<file path="src/rtl/dice_roll_display.sv">
// Dice roll capture, range check and two-digit 7-segment display.
// Latches the generator value after a rolling phase, then double-dabbles it.
module dice_roll_display #(
  parameter int ROLL_CYCLES = 16
) (
  input  logic       clk,
  input  logic       rst,
  input  logic [2:0] dice,
  input  logic [6:0] random,
  input  logic       roll,
  output logic [6:0] result,
  output logic       valid,
  output logic       err,
  output logic       busy,
  output logic [6:0] seg_tens,
  output logic [6:0] seg_units
);

  typedef enum logic [1:0] {
    IDLE,
    ROLL,
    CONV,
    SHOW
  } state_t;

  localparam logic [7:0] RC_LOAD = 8'(ROLL_CYCLES - 1);
  localparam logic [6:0] SEG_DASH = 7'h01;
  localparam logic [6:0] SEG_E = 7'h4F;

  state_t      state, state_nx;
  logic        s1, s2, s3;
  logic [1:0]  live;
  logic        armed;
  logic        edge_p;
  logic [7:0]  cnt;
  logic [2:0]  bcnt;
  logic [2:0]  dice_q;
  logic [14:0] dd;
  logic        ok_q;
  logic [3:0]  tens, units;

  function automatic logic [6:0] seg7(input logic [3:0] d);
    logic [6:0] s;
    case (d)
      4'd0:    s = 7'h7E;
      4'd1:    s = 7'h30;
      4'd2:    s = 7'h6D;
      4'd3:    s = 7'h79;
      4'd4:    s = 7'h33;
      4'd5:    s = 7'h5B;
      4'd6:    s = 7'h5F;
      4'd7:    s = 7'h70;
      4'd8:    s = 7'h7F;
      4'd9:    s = 7'h7B;
      default: s = 7'h00;
    endcase
    return s;
  endfunction

  function automatic logic in_range(
    input logic [6:0] v,
    input logic [2:0] d
  );
    logic [6:0] lo, hi;
    lo = 7'd1;
    case (d)
      3'd0:    hi = 7'd4;
      3'd1:    hi = 7'd6;
      3'd2:    hi = 7'd8;
      3'd3:    begin hi = 7'd9; lo = 7'd0; end
      3'd4:    hi = 7'd12;
      3'd5:    hi = 7'd20;
      3'd6:    hi = 7'd30;
      default: begin hi = 7'd99; lo = 7'd0; end
    endcase
    return (v >= lo) && (v <= hi);
  endfunction

  // Add 3 to any BCD nibble >= 5, then shift in the next binary bit.
  function automatic logic [14:0] dab(input logic [14:0] v);
    logic [14:0] t;
    t = v;
    if (t[10:7] >= 4'd5) t[10:7] = t[10:7] + 4'd3;
    if (t[14:11] >= 4'd5) t[14:11] = t[14:11] + 4'd3;
    return {t[13:0], 1'b0};
  endfunction

  // Synchronize roll; arm only after a real low has been sampled.
  always_ff @(posedge clk or posedge rst) begin
    if (rst) begin
      s1    <= 1'b0;
      s2    <= 1'b0;
      s3    <= 1'b0;
      live  <= 2'b00;
      armed <= 1'b0;
    end else begin
      s1    <= roll;
      s2    <= s1;
      s3    <= s2;
      live  <= {live[0], 1'b1};
      armed <= armed | (live[1] & ~s2);
    end
  end

  assign edge_p = s2 & ~s3 & armed;

  // State register.
  always_ff @(posedge clk or posedge rst) begin
    if (rst) state <= IDLE;
    else     state <= state_nx;
  end

  // Next-state logic; edges outside IDLE/SHOW are dropped.
  always_comb begin
    state_nx = state;
    case (state)
      IDLE, SHOW: if (edge_p) state_nx = ROLL;
      ROLL:       if (cnt == 8'd0) state_nx = CONV;
      CONV:       if (bcnt == 3'd0) state_nx = SHOW;
      default:    state_nx = IDLE;
    endcase
  end

  // Datapath: animation, capture, range check and conversion.
  always_ff @(posedge clk or posedge rst) begin
    if (rst) begin
      cnt    <= 8'd0;
      bcnt   <= 3'd0;
      dice_q <= 3'd0;
      dd     <= 15'd0;
      ok_q   <= 1'b0;
      result <= 7'd0;
    end else begin
      case (state)
        IDLE, SHOW: begin
          if (edge_p) begin
            dice_q <= dice;
            cnt    <= RC_LOAD;
            result <= random;
          end
        end
        ROLL: begin
          result <= random;
          if (cnt == 8'd0) begin
            dd   <= {8'd0, random};
            bcnt <= 3'd6;
          end else begin
            cnt <= cnt - 8'd1;
          end
        end
        CONV: begin
          dd   <= dab(dd);
          bcnt <= bcnt - 3'd1;
          ok_q <= in_range(result, dice_q);
        end
        default: ;
      endcase
    end
  end

  assign tens  = dd[14:11];
  assign units = dd[10:7];

  // Status flags and segment drive from the current state.
  always_comb begin
    busy      = 1'b0;
    valid     = 1'b0;
    err       = 1'b0;
    seg_tens  = 7'h00;
    seg_units = 7'h00;
    unique case (1'b1)
      (state == ROLL), (state == CONV): begin
        busy      = 1'b1;
        seg_tens  = SEG_DASH;
        seg_units = SEG_DASH;
      end
      (state == SHOW) && ok_q: begin
        valid     = 1'b1;
        seg_tens  = (tens == 4'd0) ? 7'h00 : seg7(tens);
        seg_units = seg7(units);
      end
      (state == SHOW) && !ok_q: begin
        err       = 1'b1;
        seg_tens  = SEG_E;
        seg_units = SEG_E;
      end
      default: ;
    endcase
  end

endmodule

</file>
<file path="config.mk">
export PLATFORM = sky130hd
export DESIGN_NAME = dice_roll_display
export DESIGN_NICKNAME = d
export VERILOG_FILES = /design/src/rtl/dice_roll_display.sv
export SDC_FILE = /design/constraint.sdc
export NUM_CORES = 1
export LEC_CHECK = 0
export ABC_AREA = 1
export CAP_MARGIN = 20
export CORE_MARGIN = 3
export CORE_UTILIZATION = 40
export CTS_BUF_LIST = sky130_fd_sc_hd__clkbuf_8 sky130_fd_sc_hd__clkbuf_16
export CTS_CLUSTER_SIZE = 30
export DETAILED_ROUTE_END_ITERATION = 7
export SYNTH_ARGS = -nofsm -noshare
export SYNTH_HDL_FRONTEND = slang
export SYNTH_SLANG_ARGS = --single-unit
</file>
<file path="constraint.sdc">
create_clock -name clk -period 1.8 [get_ports clk]
set_input_delay 0.18 -clock clk [delete_from_list [all_inputs] [get_ports clk]]
set_output_delay 0.18 -clock clk [all_outputs]
set_load 0.05 [all_outputs]
</file>
# Yosys cells after proc, flatten, opt, wreduce, memory -nomap -nowiden
# Memory sizes are Yosys's and may differ from the RTL's.
# Cells that the tools add are included.
dict set report totals {
  regBits 45
  romBits 224
  input_bits 13
  out_inout_bits 24
  wordCells 85
  memories 2
}
# name depth width rd rd_clocked_by_memory_dff write_ports line_no
set mem_list {}
lappend mem_list {{(name not given)} 16 7 1 0 0 44} ;# case (d)
lappend mem_list {{(name not given)} 16 7 1 0 0 44}
dict set report op_classes {
  addsub 4
  magnitude_cmp 4
  eq_ne 13
  mux 25
  n_bitwise 6
  n_reduce_logical 19
}
# operator count
set op_table {}
lappend op_table {{7-bit case mux with 7 select lines} 1}
lappend op_table {{7-bit case mux with 3 select lines} 2}
lappend op_table {{15-bit case mux with 2 select lines} 1}
lappend op_table {{7-bit 2-to-1 mux} 4}
lappend op_table {{8-bit 2-to-1 mux} 2}
lappend op_table {{8-bit case mux with 2 select lines} 1}
lappend op_table {{15-bit 2-to-1 mux} 1}
lappend op_table {{7-bit case mux with 2 select lines} 1}
lappend op_table {{3-bit == test (second input constant)} 3}
lappend op_table {{4-bit by 3-bit >= comparator with 1-bit output (second input constant)} 2}
lappend op_table {{8-bit zero test} 1}
lappend op_table {{2-bit inequality test (second input constant)} 4}
lappend op_table {{8-bit by 1-bit subtractor with 8-bit output (second input constant)} 1}
lappend op_table {{7-bit >= comparator} 1}
lappend op_table {{7-bit less-or-equal comparator} 1}
lappend op_table {{3-bit by 2-bit == test with 1-bit output (second input constant)} 2}
lappend op_table {{3-bit zero test} 2}
lappend op_table {{2-bit 2-to-1 mux} 3}
lappend op_table {{3-bit 2-to-1 mux} 2}
lappend op_table {{2-bit case mux with 3 select lines} 1}
lappend op_table {{3-bit case mux with 2 select lines} 1}
lappend op_table {{2-bit AND reduction} 3}
lappend op_table {{3-bit AND reduction} 2}
lappend op_table {{6-bit OR reduction} 1}
lappend op_table {{17 further kinds} 28}

# Depth between registers and ports, before layout
# Gate-level depths: netlist (run 1).
dict set report logic_depth {
  ltp_word 6
  ltp_mapped 13
  ltp_nobuf 13
}

# Worst setup path before layout (run 1)
# OpenSTA, ideal clock, no wires.
dict set report synth_path {
  path_kind {flip-flop to output port}
  startpoint {reg state[0]}
  endpoint {out seg_tens[0]}
  arrival_time_ps 2356
  required_time_ps 1620
  path_slack_ps -736
  stages_incl_launch_ff 8
  n_path_buf 0
  path_cell_list {dfrtp_1 -> ha_1 -> nand2_1 -> inv_1 -> nand2_1 -> nor2_1 -> nand2_1 -> o21ai_0}
}
dict set report synth_via {
  elab_chain_cells 3
  word_cells_on_any_way 7
  classes_between {eq/ne (3); mux (1); reduce/logical (3)}
}
# element line_no
set synth_rtl {}
lappend synth_rtl {{from (decl)} 30} ;# state_t state, state_nx;
lappend synth_rtl {{from (signal assigned)} 110} ;# else state <= state_nx;
lappend synth_rtl {{2-bit by 1-bit == test with 1-bit output (tied with other cells)} 172} ;# (state == ROLL), (state == CONV): begin
lappend synth_rtl {{2-bit OR reduction (tied with other cells)} 171} ;# unique case (1'b1)
lappend synth_rtl {{7-bit case mux with 3 select lines *} 171}
lappend synth_rtl {{to (decl)} 15} ;# output logic [6:0] seg_tens,
# Mark *: on every way between the ends. The rest lies on a longest branch, timed or not.

# Worst setup path in the final report (run 1)
dict set report layout_path {
  startpoint {reg dd[12]}
  endpoint {out seg_tens[0]}
}
dict set report layout_via {
  elab_chain_cells 3
  word_cells_on_any_way 4
  classes_between {mux (2); reduce/logical (1); memory (1)}
}
# element line_no
set layout_rtl {}
lappend layout_rtl {{from (decl)} 38} ;# logic [14:0] dd;
lappend layout_rtl {{from (signal assigned)} 145} ;# dd <= {8'd0, random};
lappend layout_rtl {{from (signal assigned)} 152} ;# dd <= dab(dd);
lappend layout_rtl {{memory read 16 x 7 bit / 4-bit zero test (equally long branches)} --}
lappend layout_rtl {{7-bit 2-to-1 mux *} 179} ;# seg_tens = (tens == 4'd0) ? 7'h00 : seg7(tens);
lappend layout_rtl {{7-bit case mux with 3 select lines *} 171}
# Marked as above.

==> reports/results.tsv, run 1 <==
stage	metric	value	unit
place	Detail Placement HPWL	5117	um
sta	Tcrit/Tclk final	109.5	%
cts	TritonCTS Buffers	5	
power	Peak VDD IR	0.0009096	V
die	io pins	37	
sta	Final Hold Viols	0	
power	Comb power frac	70.4	%
grt	first-pass GRT wire length	12450	um
logic_synthesis	Mapped Avg Cell Area	7.488	um^2
drt	drc violations	0	
logic_synthesis	Synth Area in Simple Gates	26.89	%
worst_hold_path	min-delay worst type	in2async	
power	Internal	4.098	mW
grt	GR Overflow Total	0	
drt	first-iteration detailed-routing DRC count	166	
power	pwr dens	2012	nW/um^2
power	leak pwr	1.980	nW
status	failing checks	setup timing	
sta	Setup TNS Final	-1310	ps
sta	worst hold margin	222.5	ps
drt	routed length per placed instance	13.46	um
logic_synthesis	cells after synthesis	394	
place	placed cell count	536	
logic_synthesis	Post-synth ARST share	100.0	%
sta	final setup vio count	13	
die	Die H	91.88	um
die	Starting Density	42.26	%
sta	fmax	507.2	MHz
critical_path	Worst Path Class, Setup	reg2out	
power	Psw	4.313	mW
grt	Total GRT Usage	18.23	%
logic_synthesis	mux contribution to synthesized area	0.3817	%
finish	share of layout cells above drive strength 1	26.86	%
logic_synthesis	synthesized cell area	2950	um^2
critical_path	CP required	1620	ps
logic_synthesis	Synth area leaders	dfrtp_1 (38%), nand2_1 (16%), ha_1 (12%), inv_1 (6.6%), o21ai_0 (5.3%)	
power	Clock power frac	8.0	%
cts	TritonCTS clock tree	done	
finish	n_diodes	0	
drt	DRT Pass-1 Iters	4	
die	Die ar.	8442	um^2
logic_synthesis	Yosys top cell by area	dfrtp_1	
logic_synthesis	Syn. warnings	0	
logic_synthesis	sequential-to-total area share from yosys stat	38.17	%
die	core area	6982	um^2
sta	post-route minimum period	1972	ps
drt	Vias	2703	
run	MaxCap Viol Count	0	
cts	Clock Root Buffer	clkbuf_8	
finish	Final Cell Area	4180	um^2
logic_synthesis	Synth top area share	38.17	%
drt	Antenna Nets Post-Route	0	
logic_synthesis	ys flop type	dfrtp_1	
die	Die X-Extent	91.88	um
grt	number of global-route vias before repair	2636	
logic_synthesis	top-count cell post-synth	nand2_1	
sta	Max Slew Vio Count	0	
logic_synthesis	Commonest cells post-synth	nand2_1 (126), inv_1 (52), dfrtp_1 (45)	
drt	via/cell ratio	4.879	
grt	antenna violations before repair	0	
logic_synthesis	post-synthesis adder-cell area fraction	12.30	%
critical_path	critical path fanouts, max	4	
drt	total detailed-routing wirelength	7459	um
place	GP Congestion	0.8445	
place	input/output buffers	36	
finish	Final Net Count	499	
critical_path	CP startpoint kind	flop	
sta	Final Skew	7.947	ps
sta	RSZ-0062 raised after global routing	yes	
logic_synthesis	Synth Register Bits	45	
sta	setup ws final	-171.6	ps
logic_synthesis	Syn Nets	436	
place	placed inst area	3742	um^2
logic_synthesis	largest family of logic cells by synthesized area	simple AND/OR/NAND/NOR gates	
cts	clock-pin slew on the worst setup and hold paths	90	ps
logic_synthesis	XOR/XNOR Fraction of Synth Area	1.187	%
logic_synthesis	synth unique cells	34	
logic_synthesis	number of enable flip-flop cells after synthesis	0	
power	Tot Pwr	8.412	mW
grt	largest net degree at the start of global routing	46	
critical_path	CP arrival	1790	ps
status	outcome	finished, violations left	
place	pre-CTS setup slack	47.38	ps
finish	Final Util	59.87	%
finish	Layout Cells excl Fill	554	
power	Seq pwr share	21.5	%
die	Cell Rows	30	
critical_path	crit end category	output pin	
finish	filler instances	667	
cts	H-tree depth	2	
logic_synthesis	compound-cell area share of the yosys netlist	11.96	%
power	switching share of power	51.28	%
cts	CTS Sinks	45	
finish	synth-to-layout area growth	41.69	%
cts	clock buffer depth	2	
cts	Worst-Skew Late Latency	300	ps
[placed cells by master (no fill, tap or decap), drive strengths merged, types with 2 or more instances in the layout]
cell           netlist  routed
a21oi               11      11
a31oi                2       2
buf                  6      45
clkbuf               2       6
clkdlybuf4s50        0      19
clkinv               0       3
dfrtp               45      45
ha                  29      29
inv                 55      53
nand2              130     130
nand3               19      19
nand4                5       5
nor2                29      29
nor3                 3       3
o21ai               45      45
xor2                 4       4
[final cells by class]
class                      instances  area [um^2]  area share (%)
timing repair buffer              64        757.0           18.11
clock buffer                       6        82.58           1.975
multi-input combinational        286         1868           44.69
tap                               96        120.1           2.873
sequential                        45         1129           27.00
clock inverter                     2        13.76          0.3292
inverter                          55        210.2           5.028
[sequential cells by signal, indices dropped and copies added (netlist names)]
register,cells
armed,1
bcnt,3
cnt,8
dd,15
dice_q,3
live,2
ok_q,1
result,7
s1,1
s2,1
s3,1
state,2
[critical path, cell delays in order (launching register included)]
cell	delay, ps
dfrtp_1	390
buf_4	140
buf_4	130
o21ai_2	170
nand2_2	90
nor2_4	120
nand2_4	110
o21ai_4	190
buf_12	150
[routing by layer]
metal | share of wire [%] | global-route usage (%) | vias to the layer above
li1 | - | - | 1367
met1 | 45 | 23.23 | 1286
met2 | 52 | 31.81 | 41
met3 | 2.3 | 3.035 | 9
met4 | 1.4 | 5.074 | 0
met5 | 0 | 0 | -
[path summary, 6_finish.rpt]
check | from | to | slack (ps) | depth (start not counted)
hold / removal | rst | bcnt[2] | 220 | 3
hold reg to reg | live[0] | live[1] | 350 | 0
setup / recovery | dd[12] | seg_tens[0] | -170 | 8
setup reg to reg | state[1] | state[1] | 140 | 8
max in group asynchronous | rst | dd[8] | 1350 | 3
min in group clk | roll | s1 | 320 | 1
[power groups by stage]
stage / Combinational [mW] / Sequential, mW / Clock, mW
finish: 5.93 / 1.81 / 0.676
global route: 6.53 / 1.88 / 0.748
CTS: 5.65 / 1.79 / 0.692
detailed placement: 5.13 / 1.80 / 0
global placement: 5.05 / 1.79 / 0
floorplan: 3.21 / 2.01 / 0
[timing repair]
item	4_1_cts	5_1_grt
pin swaps	9	6
endpoints found under the setup margin	14	16
gates resized for setup	44	29
setup buffers	3	7
hold endpoints to repair	0	0
hold buffers	0	0
[cells by family after synthesis]
group / count (synthesis)
simple gates: 187
compound gates: 64
buf+inv: 63
flops: 45
fa+ha+maj: 29
xor+xnor: 4
other cells: 1
mux: 1
(Power assumes the default switching activity.)
==> run 2, diff against run 1 <==
==> constraint.sdc (replaced) <==
create_clock -name clk -period 1.8 [get_ports clk]
set_input_delay 0.27 -clock clk [delete_from_list [all_inputs] [get_ports clk]]
set_output_delay 0.27 -clock clk [all_outputs]
set_load 0.05 [all_outputs]
==> run 2 against run 1 <==
Net effect: the run still ends with setup timing left; utilization up 1.9 points; cell area up 3.2%; via count up 0.15%; power up 2.7%; critical path depth up 1; largest cell class unchanged; largest power group unchanged; highest routed layer unchanged.
==> reports/results.tsv, run 2 (same netlist as run 1, synthesis figures left out) <==
stage	metric	value	unit
sta	Tcrit/Tclk final	110.6	%
die	Die H	91.88	um
place	GP Congestion	0.8374	
power	Tot Pwr	8.639	mW
sta	setup ws final	-190.8	ps
finish	share of layout cells above drive strength 1	30.36	%
finish	Final Util	61.81	%
status	failing checks	setup timing	
cts	TritonCTS clock tree	done	
finish	max reg flops	15	
grt	number of global-route vias before repair	2532	
place	input/output buffers	36	
sta	fmax	502.3	MHz
sta	Max Slew Vio Count	0	
die	io pins	37	
die	core area	6982	um^2
critical_path	crit end category	output pin	
grt	Total GRT Usage	17.26	%
sta	Final Skew	6.644	ps
grt	first-pass GRT wire length	11890	um
sta	Setup TNS Final	-1993	ps
cts	CTS Sinks	45	
place	placed inst area	3904	um^2
finish	Largest regs	dd x15, cnt x8, result x7	
die	Cell Rows	30	
finish	n_diodes	0	
cts	H-tree depth	2	
sta	Final Hold Viols	0	
place	pre-CTS setup slack	14.34	ps
grt	antenna violations before repair	0	
die	Die ar.	8442	um^2
grt	largest net degree at the start of global routing	25	
drt	total detailed-routing wirelength	7257	um
cts	clock buffer depth	2	
status	outcome	finished, violations left	
power	pwr dens	2002	nW/um^2
cts	CTS hold repair buffers	0	
power	Peak VDD IR	0.001108	V
drt	DRT Pass-1 Iters	4	
critical_path	CP arrival	1720	ps
finish	most frequent cells in the layout	nand2_1 (119), dfrtp_1 (43), buf_4 (42), inv_1 (41), ha_1 (22)	
critical_path	cell family with most CP delay	flip-flops	
cts	Worst-Skew Late Latency	300	ps
finish	Layout Cells excl Fill	567	
critical_path	CP required	1530	ps
cts	TritonCTS Buffers	5	
drt	first-iteration detailed-routing DRC count	189	
sta	worst hold margin	319.8	ps
drt	Antenna Nets Post-Route	0	
place	placed cell count	544	
finish	commonest non-fill, non-tap cell in the layout	nand2_1	
finish	filler instances	599	
critical_path	CP bufs+invs	3	
critical_path	critical path fanouts, max	4	
critical_path	CP startpoint kind	flop	
sta	final setup vio count	14	
die	Starting Density	42.26	%
finish	Final Net Count	512	
drt	Vias	2707	
critical_path	CP max stage cell	dfrtp_1	
drt	drc violations	0	
drt	via/cell ratio	4.774	
die	Die X-Extent	91.88	um
sta	post-route minimum period	1991	ps
critical_path	Worst Path Class, Setup	reg2out	
drt	routed length per placed instance	12.80	um
cts	clock-pin slew on the worst setup and hold paths	90	ps
cts	Clock Root Buffer	clkbuf_8	
sta	RSZ-0062 raised after global routing	yes	
critical_path	slowest cell delay on critical path	380	ps
worst_hold_path	min-delay worst type	in2async	
place	Detail Placement HPWL	5296	um
grt	GR Overflow Total	0	
critical_path	CP Cell Sequence	inv_2 > ha_4 > buf_6 > nand2_4 > nor2_4 > nor2_4 > nand2_4 > o21ai_4 > buf_12	
power	leak pwr	2.055	nW
run	MaxCap Viol Count	0	
finish	Final Cell Area	4315	um^2
finish	Top reg by flops	dd	
finish	synth-to-layout area growth	46.27	%
run 2: changes by cell type in the layout (fill, tap and decap cells not counted), sizes merged:
cell	before	now
clkdlybuf4s50	19	13
clkbuf	6	5
clkinvlp	1	3
inv	53	54
clkinv	3	1
buf	45	64
run 2: path summary, 6_finish.rpt:
path / slack (ps) / end / startpoint / cells past startpoint
setup / recovery: -190 / seg_tens[0] / dd[11] / 9
min in group clk: 350 / s2 / s1 / 0
setup reg to reg: 160 / dd[11] / state[0] / 8
max in group asynchronous: 1200 / state[1] / rst / 3
hold / removal: 320 / result[1] / rst / 3
hold reg to reg: 350 / s2 / s1 / 0
run 2: timing repair:
item | in CTS | in global routing
cloned | 0 | 0
pin swaps | 13 | 22
hold endpoints to repair | 0 | 0
resized for setup | 26 | 37
buffers inserted | 10 | 6
endpoints found under the setup margin | 14 | 28
run 2: layer usage:
layer | up-vias | wire, um | track usage [%]
met1 | 1247 | 3405 | 22.86
li1 | 1402 | - | -
met2 | 46 | 3568 | 29.14
met5 | - | 0 | 0
met4 | 0 | 109 | 4.703
met3 | 12 | 173 | 2.871
run 2: layout make-up:
cell class	instances	area (um^2)	share of cell area, %
Multi-Input combinational cell	286	1922	44.53
Sequential cell	45	1129	26.15
Timing Repair Buffer	77	842.1	19.51
Inverter	55	215.2	4.987
Tap cell	96	120.1	2.783
Clock buffer	5	68.82	1.595
Clock inverter	3	18.77	0.4349
run 2: worst reg2reg max path, cell delays in order, from the launching register on:
cell and delay [ps]:
dfrtp_1 430, buf_4 170, ha_1 260, inv_2 130, nand2_1 100, nand2_4 150
inv_2 120, nand2_1 70, o21ai_0 90
run 2: report_power, final:
| group | total (mW) | internal (mW) | switching, mW |
|---|---|---|---|
| sequential | 1.84 | 1.43 | 0.408 |
| clock | 0.614 | 0.268 | 0.346 |
| combinational | 6.19 | 2.57 | 3.62 |
==> run 3, diff against run 2 <==
--- a/config.mk
+++ b/config.mk
@@ -7,11 +7,13 @@
 export LEC_CHECK = 0
 export ABC_AREA = 1
 export CAP_MARGIN = 20
-export CORE_MARGIN = 3
+export CELL_PAD_IN_SITES_DETAIL_PLACEMENT = 0
+export CELL_PAD_IN_SITES_GLOBAL_PLACEMENT = 1
 export CORE_UTILIZATION = 40
 export CTS_BUF_LIST = sky130_fd_sc_hd__clkbuf_8 sky130_fd_sc_hd__clkbuf_16
 export CTS_CLUSTER_SIZE = 30
 export DETAILED_ROUTE_END_ITERATION = 7
+export PLACE_DENSITY_LB_ADDON = 0.1
 export SYNTH_ARGS = -nofsm -noshare
 export SYNTH_HDL_FRONTEND = slang
 export SYNTH_SLANG_ARGS = --single-unit
==> run 3 against run 2 <==
Net effect: the flow still finishes with violations (setup timing); global-route usage up 2.1 points; register-to-register slack worse by 20 ps; combinational power down 3.4%; critical path type unchanged; via count down 0.11%.
==> reports/results.tsv, run 3 (same netlist as run 1, synthesis figures left out) <==
stage	metric	value	unit
drt	drc violations	0	
power	Psw	4.225	mW
sta	final setup vio count	13	
critical_path	CP most frequent cell	nand2_4	
grt	GR Overflow Total	0	
critical_path	CP Cell Sequence	ha_4 > nand2_4 > clkinvlp_4 > nand2_2 > nor2_4 > nand2_4 > o21ai_4 > buf_12	
critical_path	critical path fanouts, max	4	
sta	post-route minimum period	1979	ps
power	leak pwr	2.034	nW
drt	first-iteration detailed-routing DRC count	110	
critical_path	CP startpoint kind	flop	
finish	commonest non-fill, non-tap cell in the layout	nand2_1	
sta	Final Hold Viols	0	
drt	DRT Pass-1 Iters	6	
critical_path	CP max stage cell	dfrtp_1	
run	MaxCap Viol Count	0	
grt	largest net degree at the start of global routing	46	
place	GP Congestion	0.7776	
die	Cell Rows	30	
die	Die H	87.88	um
critical_path	Worst Path Class, Setup	reg2out	
finish	most frequent cells in the layout	nand2_1 (119), dfrtp_1 (42), inv_1 (40), buf_4 (36), ha_1 (22)	
cts	clock buffer depth	2	
finish	n_diodes	0	
sta	Max Slew Vio Count	0	
cts	TritonCTS Buffers	5	
die	core area	6944	um^2
critical_path	crit end category	output pin	
sta	Tcrit/Tclk final	110.0	%
cts	Worst-Skew Late Latency	290	ps
power	Clock power frac	8.6	%
place	input/output buffers	36	
power	switching share of power	49.50	%
status	failing checks	setup timing	
drt	via/cell ratio	4.820	
finish	Final Cell Area	4279	um^2
finish	max reg flops	15	
sta	RSZ-0062 raised after global routing	yes	
grt	Total GRT Usage	19.33	%
die	Starting Density	42.49	%
critical_path	CP bufs+invs	2	
critical_path	CP required	1530	ps
drt	Vias	2704	
finish	Largest regs	dd x15, cnt x8, result x7	
place	pre-CTS setup slack	31.40	ps
drt	routed length per placed instance	11.92	um
critical_path	CP arrival	1710	ps
power	Seq pwr share	21.4	%
place	Detail Placement HPWL	5078	um
power	pwr dens	1995	nW/um^2
cts	CTS Sinks	45	
die	io pins	37	
cts	TritonCTS clock tree	done	
power	Comb power frac	70.0	%
place	placed inst area	3901	um^2
sta	fmax	505.2	MHz
finish	share of layout cells above drive strength 1	29.89	%
finish	Top reg by flops	dd	
power	Peak VDD IR	0.0009032	V
status	outcome	finished, violations left	
sta	setup ws final	-179.2	ps
cts	Clock Root Buffer	clkbuf_8	
critical_path	slowest cell delay on critical path	440	ps
finish	Final Net Count	507	
drt	total detailed-routing wirelength	6685	um
grt	first-pass GRT wire length	11730	um
cts	clock-pin slew on the worst setup and hold paths	80	ps
worst_hold_path	min-delay worst type	in2async	
grt	antenna violations before repair	0	
power	Internal	4.311	mW
finish	synth-to-layout area growth	45.04	%
die	Die ar.	7723	um^2
critical_path	cell family with most CP delay	flip-flops	
drt	Antenna Nets Post-Route	0	
sta	Final Skew	4.184	ps
grt	number of global-route vias before repair	2664	
cts	CTS hold repair buffers	0	
die	Die X-Extent	87.88	um
cts	H-tree depth	2	
==> run 3: cell types whose count changed in the layout (fill, tap and decap cells not counted), sizes merged <==
cell | previous run | this run
clkinv | 1 | 2
bufinv | 0 | 1
clkinvlp | 3 | 1
buf | 64 | 59
inv | 54 | 53
==> run 3: per-layer routing <==
| layer | track usage (%) | vias up | share of wire, % |
|---|---|---|---|
| met3 | 2.922 | 8 | 2.7 |
| met5 | 0 | - | 0 |
| li1 | - | 1390 | - |
| met4 | 5.365 | 0 | 1.3 |
| met1 | 23.15 | 1247 | 43 |
| met2 | 35.73 | 59 | 52 |
==> run 3: final timing paths <==
check | slack [ps] | end | cells after the start | startpoint
max in group asynchronous | 1260 | dd[13] | 3 | rst
min | 310 | cnt[1] | 3 | rst
min reg2reg | 350 | s2 | 0 | s1
max | -180 | seg_tens[3] | 8 | state[0]
max reg2reg | 140 | ok_q | 13 | dice_q[1]
min in group clk | 350 | s2 | 0 | s1
==> run 3: power by group through the flow <==
| stage | registers (mW) | logic (mW) | clock network, mW |
|---|---|---|---|
| after floorplan | 2.02 | 3.45 | 0 |
| after global placement | 1.79 | 5.35 | 0 |
| after detailed placement | 1.80 | 5.44 | 0 |
| after CTS | 1.81 | 5.86 | 0.764 |
| after global routing | 1.89 | 6.61 | 0.814 |
| final | 1.82 | 5.98 | 0.732 |
==> run 3: timing repair <==
item	in CTS	in global routing
pin swaps	14	9
setup buffers	10	5
setup endpoints to repair	14	36
resized for setup	42	19
==> run 3: final cells by class <==
class	count	area, um^2
Sequential cell	45	1130
Inverter	55	212.7
Clock buffer	5	68.82
Clock inverter	2	35.03
Multi-Input combinational cell	286	1896
Timing Repair Buffer	72	817.0
Fill cell	641	2665
Tap cell	96	120.1
==> run 3: metrics by stage <==
step	hold WS, ps	utilization [%]	setup TNS (ps)	std cells	total power, mW
floorplan	301.4	-	-267.9	394	5.466
global placement	333.8	56.18	0	542	7.141
detailed placement	341.0	56.18	0	542	7.241
CTS	323.8	60.61	-1945	558	8.439
global route	324.5	61.62	-2817	561	9.313
finish	314.0	61.62	-1776	561	8.536
==> run 3: worst reg2reg max path: cells and delay by family, from the launching register on <==
kind	cells	cell delay, ps
AO/OA/AOI/OAI	1	60
adder cells (fa/ha/maj)	1	280
flip-flops	1	430
AND/OR/NAND/NOR	9	580
buffers and inverters	2	230
